[src/rtl/fifo_stream_reader.sv]
// fifo_stream_reader
// Drains a registered-output synchronous FIFO into a valid/ready stream.
// A pop is issued only when a buffer slot is free for it, counting the read
// that is still in flight. This absorbs the FIFO's one-cycle read latency
// without losing or duplicating entries under back-pressure.
// Build option: define FIFO_STREAM_READER_ERR_EN to include the pop/return
// consistency check that drives the sticky err output. Without it, err is
// tied low.
module fifo_stream_reader #(
  parameter int DATA_WIDTH = 8,
  parameter int BUF_DEPTH  = 4
) (
  input  logic                        clk,
  input  logic                        rst_n,
  input  logic                        fifo_empty,
  output logic                        fifo_pop,
  input  logic [DATA_WIDTH-1:0]       fifo_pop_data,
  input  logic                        fifo_pop_data_valid,
  output logic                        m_valid,
  input  logic                        m_ready,
  output logic [DATA_WIDTH-1:0]       m_data,
  input  logic                        flush,
  output logic [$clog2(BUF_DEPTH):0]  count,
  output logic                        err
);

  localparam int AW = $clog2(BUF_DEPTH);
  localparam int PW = AW + 1;
  localparam logic [PW:0] DEPTH_W = (PW + 1)'(BUF_DEPTH);
  localparam logic [PW-1:0] PTR_ONE = {{AW{1'b0}}, 1'b1};

  logic [DATA_WIDTH-1:0] buf_q [BUF_DEPTH];
  logic [PW-1:0]         rd_ptr_q, rd_ptr_d;
  logic [PW-1:0]         wr_ptr_q, wr_ptr_d;
  logic                  inflight_q, inflight_d;
  logic                  wr_en_s, rd_en_s;
  logic [PW-1:0]         count_s;
  logic [PW:0]           reserved_s;

  // The extra pointer bit makes a plain difference distinguish full from empty.
  assign count_s    = wr_ptr_q - rd_ptr_q;
  assign reserved_s = {1'b0, count_s} + {{PW{1'b0}}, inflight_q};

  assign count   = count_s;
  assign m_valid = (count_s != {PW{1'b0}});
  assign m_data  = buf_q[rd_ptr_q[AW-1:0]];

  // Pop only when a slot is reserved for the returning word; m_ready is not involved.
  always_comb begin
    fifo_pop = 1'b0;
    if (!fifo_empty && !flush && (reserved_s < DEPTH_W)) begin
      fifo_pop = 1'b1;
    end else begin
      fifo_pop = 1'b0;
    end
  end

  // Buffer write/read enables; flush suppresses both for its cycle.
  always_comb begin
    wr_en_s = 1'b0;
    rd_en_s = 1'b0;
    if (flush) begin
      wr_en_s = 1'b0;
      rd_en_s = 1'b0;
    end else begin
      wr_en_s = fifo_pop_data_valid;
      rd_en_s = m_valid & m_ready;
    end
  end

  // Next-state for pointers and in-flight tracking; flush returns to empty.
  always_comb begin
    rd_ptr_d   = rd_ptr_q;
    wr_ptr_d   = wr_ptr_q;
    inflight_d = fifo_pop;
    if (flush) begin
      rd_ptr_d   = {PW{1'b0}};
      wr_ptr_d   = {PW{1'b0}};
      inflight_d = 1'b0;
    end else begin
      if (wr_en_s) begin
        wr_ptr_d = wr_ptr_q + PTR_ONE;
      end else begin
        wr_ptr_d = wr_ptr_q;
      end
      if (rd_en_s) begin
        rd_ptr_d = rd_ptr_q + PTR_ONE;
      end else begin
        rd_ptr_d = rd_ptr_q;
      end
    end
  end

  // Pointer and in-flight registers.
  always_ff @(posedge clk or negedge rst_n) begin
    if (!rst_n) begin
      rd_ptr_q   <= {PW{1'b0}};
      wr_ptr_q   <= {PW{1'b0}};
      inflight_q <= 1'b0;
    end else begin
      rd_ptr_q   <= rd_ptr_d;
      wr_ptr_q   <= wr_ptr_d;
      inflight_q <= inflight_d;
    end
  end

  // Buffer storage; returning FIFO data lands at the write pointer.
  always_ff @(posedge clk or negedge rst_n) begin
    if (!rst_n) begin
      for (int i = 0; i < BUF_DEPTH; i++) begin
        buf_q[i] <= {DATA_WIDTH{1'b0}};
      end
    end else if (wr_en_s) begin
      buf_q[wr_ptr_q[AW-1:0]] <= fifo_pop_data;
    end
  end

`ifdef FIFO_STREAM_READER_ERR_EN
  logic err_q, err_d;

  // Returned data must match the pop from the previous cycle, one for one.
  always_comb begin
    err_d = err_q;
    if (fifo_pop_data_valid != inflight_q) begin
      err_d = 1'b1;
    end else begin
      err_d = err_q;
    end
  end

  // Sticky error register; only reset clears it.
  always_ff @(posedge clk or negedge rst_n) begin
    if (!rst_n) begin
      err_q <= 1'b0;
    end else begin
      err_q <= err_d;
    end
  end

  assign err = err_q;
`else
  assign err = 1'b0;
`endif

endmodule
[config.mk]
export PLATFORM = sky130hd
export DESIGN_NAME = fifo_stream_reader
export DESIGN_NICKNAME = d
export VERILOG_FILES = /design/src/rtl/fifo_stream_reader.sv
export SDC_FILE = /design/constraint.sdc
export NUM_CORES = 1
export LEC_CHECK = 0
export BUFFER_PORTS_ARGS = -buffer_cell sky130_fd_sc_hd__buf_2
export CAP_MARGIN = 20
export CORE_MARGIN = 5
export CORE_UTILIZATION = 56
export DETAILED_ROUTE_END_ITERATION = 8
export HOLD_SLACK_MARGIN = 0.12
export PLACE_DENSITY = 0.79
export SLEW_MARGIN = 15
export SYNTH_ARGS = -nofsm -noshare
export SYNTH_HDL_FRONTEND = slang
export SYNTH_SLANG_ARGS = --single-unit
[constraint.sdc]
create_clock -name clk -period 3.2 [get_ports clk]
set_input_delay 0.96 -clock clk [delete_from_list [all_inputs] [get_ports clk]]
set_output_delay 0.96 -clock clk [all_outputs]
set_load 0.005 [all_outputs]
# Word-level counts from Yosys, hierarchy flattened
# Index checks and enable logic that the tools add are counted.
[totals]
register_bits = 39
word_cells = 40
[op_classes]
addsub = 4
order_cmp = 4
muxes = 14
n_bitwise = 3
n_reduce_logical = 8
[op_table]
columns = ["op", "count"]
rows = [
  ["$bwmux W32", 1],
  ["$mux W8", 3],
  ["$bmux W8 S2", 1],
  ["$demux W8 S2", 1],
  ["$mux W3", 4],
  ["$add A3 B1 Y3 const B", 2],
  ["$ge A3 B3 Y1 const B", 2],
  ["$not A2 Y3", 2],
  ["$add A3 B1 Y4", 1],
  ["$lt A4 B3 Y1 const B", 1],
  ["$mux W1", 4],
  ["$reduce_bool A2 Y1", 2],
  ["$logic_and A1 B1 Y1", 3],
  ["$lt A3 B1 Y1 const B", 1],
  ["$reduce_bool A3 Y1", 1],
  ["$sub A3 B3 Y3", 1],
  ["$logic_not A1 Y1", 2],
  ["$and A1 B1 Y1", 1],
]

# Longest topological paths before layout
# Gate-level depths: netlist of the first run.
[depth]
depth_word = 6
depth_mapped = 6
mapped_depth_nobuf = 6

# Worst setup path before layout of the first run
# OpenSTA, ideal clock, no wires.
[synth_path]
path_type = "reg-to-output"
start = "reg wr_ptr_q[0]"
end = "out fifo_pop"
arrival_time_ns = 1.762
slack_ns = 0.478
path_stages_with_launch = 6
path_cell_list = "dfrtp_1 inv_1 ha_1 fa_1 xor3_2 a2111oi_0"
[synth_via]
elab_chain_cells = 5
[synth_lines]
columns = ["element", "line", "rtl"]
rows = [
  ["start: declaration", "34", "logic [PW-1:0] wr_ptr_q, wr_ptr_d;"],
  ["start signal: assignment", "98", "wr_ptr_q <= {PW{1'b0}};"],
  ["start signal: assignment", "102", "wr_ptr_q <= wr_ptr_d;"],
  ["$sub A3 B3 Y3", "41", "assign count_s = wr_ptr_q - rd_ptr_q;"],
  ["via count[2]", "23", "output logic [$clog2(BUF_DEPTH):0] count,"],
  ["$add A3 B1 Y4", "42", "assign reserved_s = {1'b0, count_s} + {{PW{1'b0}}, inflight_q};"],
  ["$lt A4 B3 Y1", "51", "if (!fifo_empty && !flush && (reserved_s < DEPTH_W)) begin"],
  ["$logic_and A1 B1 Y1", "51", ""],
  ["$mux W1", "51", ""],
  ["end: declaration", "16", "output logic fifo_pop,"],
]
# The timed path passes the listed nets, and every way through them passes these cells.

# Worst setup path after layout of the first run
[layout_path]
start = "reg wr_ptr_q[0]"
end = "out m_valid"
[layout_via]
elab_chain_cells = 2
[layout_lines]
columns = ["element", "line", "rtl"]
rows = [
  ["$sub A3 B3 Y3", "41", ""],
  ["$reduce_bool A3 Y1", "45", "assign m_valid = (count_s != {PW{1'b0}});"],
  ["end: declaration", "19", "output logic m_valid,"],
]
# Every way passes these cells.

==> results.py, run 1 <==
metrics = {
    "synth": {
        "yosysSeqAreaShare_pct": 52.1,
        "syn_area_per_cell_sq_um": 15.0,
        "async_flop_share_pct": 100,
        "post-synth-top-area-cell": "dfrtp_1",
        "ys_types": 27,
        "synthesis.area_sq_um": 1870,
        "syn_inst": 125,
        "synthTopCellsByArea": "dfrtp_1 52%, mux2_2 19%, mux4_2 9.6%, ha_1 4.0%, xor3_2 1.3%",
        "synth_edf_count": 0,
        "ys_warn_count": 0,
        "synth_seq_cells": 39,
        "synth_ff_type": "dfrtp_1",
        "yosys-top-cells-count": "39 x dfrtp_1, 32 x mux2_2, 8 x mux4_2, 6 x ha_1",
        "syn_nets": 146,
        "synth_most_common_cell": "dfrtp_1",
        "yosysTopAreaCellShare_pct": 52.1,
    },
    "worst_hold_path": {
        "hp-class": "flip-flop to flip-flop",
        "hold_end": "buf_q[19]",
        "hold_depth": 1,
        "min_from": "buf_q[19]",
    },
    "placed_design": {
        "hpwl_um": 2420,
        "port_buffers": 26,
        "place.gp.congestion": 0.763,
        "place_area_sq_um": 2050,
    },
    "global_route": {
        "grt-ovfl-total": 0,
        "grt_pass1_vias": 1201,
        "grt_pass1_wl_um": 5840,
        "antenna_found_initial": 0,
        "grt_max_degree": 40,
        "grt_usage_pct": 17.9,
    },
    "worst_setup_path": {
        "crit_arrival_ps": 2300,
        "reg2reg_to": "rd_ptr_q[0]",
        "reg2reg_from": "wr_ptr_q[0]",
        "endpoint_kind": "output port",
        "rrSetupSlack_ps": 770,
        "cp.required_ps": 2240,
        "worstPathMaxFanout": 3,
        "worstSetupPathType": "flip-flop to output port",
        "ff2ff_path_depth": 8,
        "start_kind": "flip-flop",
    },
    "routing": {
        "drtIter0Drc": 58,
        "dr.pass1.iters": 4,
        "wl_per_cell_um": 17.1,
        "vias_per_cell": 5.42,
        "route.final.wire_length_um": 3540,
        "vias": 1121,
        "drc": 0,
        "drtAntennaViolNets": 0,
    },
    "floorplanning": {
        "dieHeight_um": 67.8,
        "die_w_um": 67.8,
        "io_pins": 28,
        "die_area_sq_um": 4600,
        "coreArea_sq_um": 3280,
        "start_util_pct": 57.0,
        "rows": 21,
    },
    "clock_network": {
        "cts_tree": "yes",
        "clock_sinks": 39,
        "ctsLongestPathBuffers": 2,
        "numCtsBuffers": 5,
        "htreeDepth": 2,
        "cts_hold_buf": 0,
        "cts_root_buf": "clkbuf_4",
        "clk_pin_slew_ps": 110,
        "worstSkewPairLatency_ps": 350,
    },
    "power_and_ir_drop": {
        "vdd_drop_max_mv": 0.413,
        "power_density_nw_per_um2": 751,
        "p_leak_nw": 1.04,
        "power.total_mw": 1.67,
    },
    "sta": {
        "maxSlewHeadroom_pct": 43.6,
        "max_freq_mhz": 307,
        "rsz0062_at_grt": "yes",
        "fin_crit_ps": 3260,
        "skew_ps": 7.02,
        "tightestPinTransition_ps": 846,
        "setup_viol_count_final": 2,
        "fin_crit_sh_pct": 102,
        "setup_slack_ps": -59.6,
        "hold_ws_ps": 517,
        "drv_slew": 0,
        "final-hold-violation-count": 0,
    },
    "layout": {
        "seq_area_sq_um": 976,
        "final_area_sq_um": 2220,
        "finalNetCount": 181,
        "nFillCells": 247,
        "multi_input_area_sq_um": 887,
        "diodes": 0,
        "syn2layout_area_growth_pct": 18.5,
        "drive_gt1_share_pct": 55.3,
    },
    "status": {
        "outcome": "complete, but fails checks",
        "violations": "setup timing",
    },
    "run": {
        "cap_violations": 0,
    },
}
==> cells by family (layout without fill, tap and decap cells) <==
kind of cell,count (synthesis),in the layout,share of synthesized area (%)
multiplexers,43,43,30.7
flip-flops,39,39,52.1
other,1,1,0.200
AO/OA/AOI/OAI,6,6,2.81
XOR/XNOR,3,3,2.27
AND/OR/NAND/NOR,16,16,4.48
adder cells (fa/ha/maj),7,7,5.08
buffers and inverters,10,46,2.27
==> sequential cells by signal (all words and copies together), names as in the netlist <==
register,cells
inflight_q,1
buf_q,32
rd_ptr_q,3
wr_ptr_q,3
==> critical path, cell delays in order (launching register included) <==
cell and delay [ps]:
dfrtp_1 380, inv_2 70, ha_4 170, fa_2 410, xor3_2 420, or3_4 390
buf_6 120
==> placed cells by master (no fill, tap or decap) <==
master / Yosys / final
clkinv_2: 0 / 1
conb_1: 1 / 1
ha_1: 6 / 5
o31a_2: 1 / 1
buf_6: 0 / 2
nor2b_1: 2 / 2
o311ai_1: 1 / 1
mux4_2: 8 / 8
mux2_4: 1 / 1
nand2b_1: 2 / 2
mux2_2: 32 / 32
buf_4: 1 / 6
nor2_1: 5 / 5
xor3_2: 1 / 1
clkbuf_8: 0 / 1
bufinv_16: 0 / 1
xnor2_1: 1 / 1
clkbuf_4: 0 / 5
o31ai_1: 1 / 1
a2111oi_4: 0 / 1
inv_2: 0 / 1
fa_2: 0 / 1
nor4bb_1: 1 / 1
nand2_1: 5 / 5
mux2i_1: 2 / 2
xor2_1: 1 / 1
a2111oi_0: 2 / 1
a211o_1: 1 / 1
dfrtp_1: 39 / 39
or3_4: 1 / 1
inv_1: 5 / 4
buf_2: 1 / 25
ha_4: 0 / 1
==> report_power, final <==
part | total, mW | leakage [nW] | switching (mW) | internal [mW]
clock network | 0.346 | 0.0482 | 0.162 | 0.185
registers | 0.693 | 0.493 | 0.0696 | 0.624
logic | 0.626 | 0.496 | 0.243 | 0.383
==> through the flow <==
step	TNS, ps	worst slack [ps]	util (%)	std cells
floorplan	0	478	-	125
global route	-274	-139	67.5	207
global placement	0	393	62.4	194
detailed placement	0	298	62.4	194
finish	-90.8	-59.6	67.5	207
CTS	0	6.05	65.3	203
==> how the worst max path moves through the flow <==
stage,endpoint,start
detailed placement,fifo_pop,wr_ptr_q[0]
global route,fifo_pop,wr_ptr_q[0]
floorplan,fifo_pop,wr_ptr_q[0]
finish,m_valid,wr_ptr_q[0]
CTS,fifo_pop,wr_ptr_q[0]
global placement,fifo_pop,wr_ptr_q[0]
==> area by class of cell <==
type | count | area share (%)
multi-input cells | 76 | 40.0
flip-flops and latches | 39 | 44.0
well taps | 46 | 2.59
clock buffers | 6 | 2.31
inverters | 5 | 0.846
repair buffers | 33 | 8.69
clock inverters | 2 | 1.58
==> layer usage <==
| metal | global-route usage, % | wire, um | up-vias |
|---|---|---|---|
| li1 | - | - | 520 |
| met1 | 22.3 | 1540 | 569 |
| met2 | 29.4 | 1770 | 26 |
| met3 | 6.08 | 178 | 6 |
| met4 | 5.96 | 48 | 0 |
| met5 | 0 | 0 | - |
==> repair_timing <==
action                     CTS  global route
pin swaps                    0             5
resized for setup            1             8
setup endpoints to repair    2             2
setup buffers                1             4
Note: power is estimated with default switching activity, not from simulation.
==> inputs of run 2 (changes only) <==
Settings changed: ABC_AREA from default to 1, PLACE_DENSITY 0.79 to 0.78.
==> run 2 against run 1 <==
The run now ends clean. Routed wire length rose by 5.4%. First-iteration DRC count up 28%. Fmax is 8.2% higher. Non-clock buffer count down 6. Worst setup slack better by 250 ps. Count of clock-buffer cells in the layout grew 1. Die area grew 5.7%. Sequential share of layout area grew 1.0 points. Cell count is 39% higher. Register-to-register slack improved by 710 ps. Hold slack got worse by 35 ps. Synthesized cell count up 73%. Highest routed layer unchanged.
==> results.py, run 2 <==
metrics = {
    "status": {
        "outcome": "finished clean",
    },
    "layout": {
        "diodes": 0,
        "largest_register": "buf_q",
        "drive_gt1_share_pct": 26.4,
        "largestRegisters": "buf_q x32, rd_ptr_q x3, wr_ptr_q x3",
        "final_cell_mix": "42 x nand2_1, 39 x dfrtp_1, 26 x buf_2",
        "final_common_cell": "nand2_1",
        "syn2layout_area_growth_pct": 8.52,
        "largest_register_ff_count": 32,
        "finalNetCount": 262,
    },
    "routing": {
        "drtIter0Drc": 74,
        "vias": 1513,
        "vias_per_cell": 5.25,
        "wl_per_cell_um": 12.9,
        "drc": 0,
        "drtAntennaViolNets": 0,
        "dr.pass1.iters": 4,
        "route.final.wire_length_um": 3730,
    },
    "global_route": {
        "grt_usage_pct": 16.9,
        "antenna_found_initial": 0,
        "met2_usage_pct": 27.9,
        "grtUsageMet3_pct": 5.36,
        "gr-usage-met1_pct": 21.1,
        "grt_pass1_wl_um": 6550,
        "grt-ovfl-total": 0,
        "top_usage_layer": "met2",
        "grt_pass1_vias": 1482,
        "grt_max_degree": 40,
    },
    "clock_network": {
        "worstSkewPairLatency_ps": 340,
        "cts_root_buf": "clkbuf_4",
        "cts_setup_buffers": 0,
        "htreeDepth": 2,
        "cts_tree": "yes",
        "cts-resized-gates": 0,
        "clock_sinks": 39,
        "ctsLongestPathBuffers": 2,
        "cts_hold_buf": 0,
        "clk_pin_slew_ps": 110,
        "numCtsBuffers": 5,
    },
    "synth": {
        "syn_nets": 237,
        "post-synth-top-area-cell": "dfrtp_1",
        "synth_most_common_cell": "nand2_1",
        "yosysTopAreaCellShare_pct": 48.9,
        "yosysSeqAreaShare_pct": 48.9,
        "synthesis.area_sq_um": 2000,
        "synth_ff_type": "dfrtp_1",
        "yosys-top-cells-count": "42 x nand2_1, 39 x dfrtp_1",
        "synthTopCellsByArea": "dfrtp_1 49%, nand2_1 7.9%, o21ai_2 7.0%, o21ai_0 4.3%, o21ai_1 4.3%",
        "syn_inst": 216,
        "synth_edf_count": 0,
        "synth_seq_cells": 39,
        "ys_warn_count": 0,
        "ys_types": 27,
        "syn_area_per_cell_sq_um": 9.24,
        "async_flop_share_pct": 100,
    },
    "sta": {
        "setup_viol_count_final": 0,
        "tightestPinTransition_ps": 838,
        "maxSlewHeadroom_pct": 44.1,
        "fin_crit_sh_pct": 94.1,
        "fin_crit_ps": 3010,
        "fin_setup_tns_ps": 0,
        "max_freq_mhz": 332,
        "rsz0062_at_grt": "no",
        "skew_ps": 5.03,
        "drv_slew": 0,
        "setup_slack_ps": 187,
        "final-hold-violation-count": 0,
    },
    "floorplanning": {
        "dieHeight_um": 69.7,
        "coreArea_sq_um": 3390,
        "rows": 21,
        "io_pins": 28,
        "die_area_sq_um": 4860,
        "start_util_pct": 58.9,
        "die_w_um": 69.7,
    },
    "worst_setup_path": {
        "crit_arrival_ps": 2050,
        "endpoint_kind": "output port",
        "crit_chain": "inv_1, ha_1, fa_1, inv_1, nand2_1, o21ai_0, nor3_1, buf_2",
        "crit_path_frequent_cell": "inv_1",
        "worstPathMaxFanout": 4,
        "cp_slowest_stage_delay_ps": 490,
        "start_kind": "flip-flop",
        "cp.required_ps": 2240,
        "worstSetupPathType": "flip-flop to output port",
        "cpMaxStageDelayCell": "fa_1",
    },
    "power_and_ir_drop": {
        "power_density_nw_per_um2": 714,
        "p_leak_nw": 1.14,
        "vdd_drop_max_mv": 0.495,
    },
    "placed_design": {
        "port_buffers": 26,
        "place.gp.congestion": 0.756,
        "post-place-ws_ps": 469,
        "hpwl_um": 2510,
    },
    "worst_hold_path": {
        "hp-class": "flip-flop to flip-flop",
    },
    "run": {
        "cap_violations": 0,
    },
}
-- run 2: cell types whose count changed after synthesis, moves of 12 or more --
| cell | previous run | this run |
|---|---|---|
| inv_1 | 5 | 17 |
| mux2_2 | 32 | 0 |
| nand2_1 | 5 | 42 |
| nor2_1 | 5 | 17 |
| o21ai_0 | 0 | 17 |
| o21ai_1 | 0 | 17 |
| o21ai_2 | 0 | 16 |
-- run 2: worst paths after layout --
kind	startpoint	endpoint	slack (ps)	cells past startpoint
worst max register to register	wr_ptr_q[0]	rd_ptr_q[1]	1480	9
worst min-delay path	buf_q[16]	buf_q[16]	480	2
max in group asynchronous	rst_n	buf_q[28]	1970	1
min in group asynchronous	rst_n	buf_q[7]	710	1
worst min register to register	buf_q[16]	buf_q[16]	480	2
worst max-delay path	wr_ptr_q[0]	fifo_pop	190	8
-- run 2: area by class of cell --
cell class / count / area (sq um)
Clock buffer: 7 / 45.0
Clock inverter: 1 / 5.00
Fill cell: 323 / 1220
Inverter: 20 / 75.1
Multi-Input combinational cell: 148 / 871
Sequential cell: 39 / 976
Tap cell: 46 / 57.6
Timing Repair Buffer: 27 / 138
-- run 2: layer usage --
| metal | routed length [um] | vias up |
|---|---|---|
| met4 | 48 | 0 |
| met2 | 1730 | 37 |
| met5 | 0 | - |
| met3 | 230 | 5 |
| met1 | 1710 | 708 |
| li1 | - | 763 |
-- run 2: cell families (layout without fill, tap and decap cells) --
family          count (synthesis)  after routing  synth area share, %
other cells                     1              1                0.188
buf+inv                        29             55                 7.52
flops                          39             39                 48.9
compound gates                 60             60                 18.7
xor+xnor                        1              1                0.439
fa+ha+maj                       7              7                 4.76
simple gates                   79             79                 19.5
-- run 2: worst max-delay path, delay by kind of cell, from the launching register on --
family                     cells  cell delay [ps]
AOI/OAI and AO/OA              1               90
adders and majority gates      2              690
buffers and inverters          3              290
DFF                            1              410
and+or+nand+nor                2              220
-- run 2: where the power goes --
group	switching (mW)	leakage (nW)	internal, mW
Clock	0.151	0.0293	0.0856
Sequential	0.0670	0.506	0.602
Combinational	0.370	0.605	0.272
-- run 2: through the flow --
| step | util (%) | std cells | hold slack (ps) | area, sq um | total power, mW |
|---|---|---|---|---|---|
| 6_report | 63.9 | 288 | 483 | 2170 | 1.55 |
| 5_1_grt | 63.9 | 288 | 518 | 2170 | 1.69 |
| 4_1_cts | 63.9 | 288 | 489 | 2170 | 1.57 |
| 3_5_place_dp | 62.5 | 280 | 462 | 2120 | 1.32 |
| 3_3_place_gp | 62.5 | 280 | 460 | 2120 | 1.31 |
| 2_1_floorplan | - | 216 | 450 | 2000 | 1.12 |
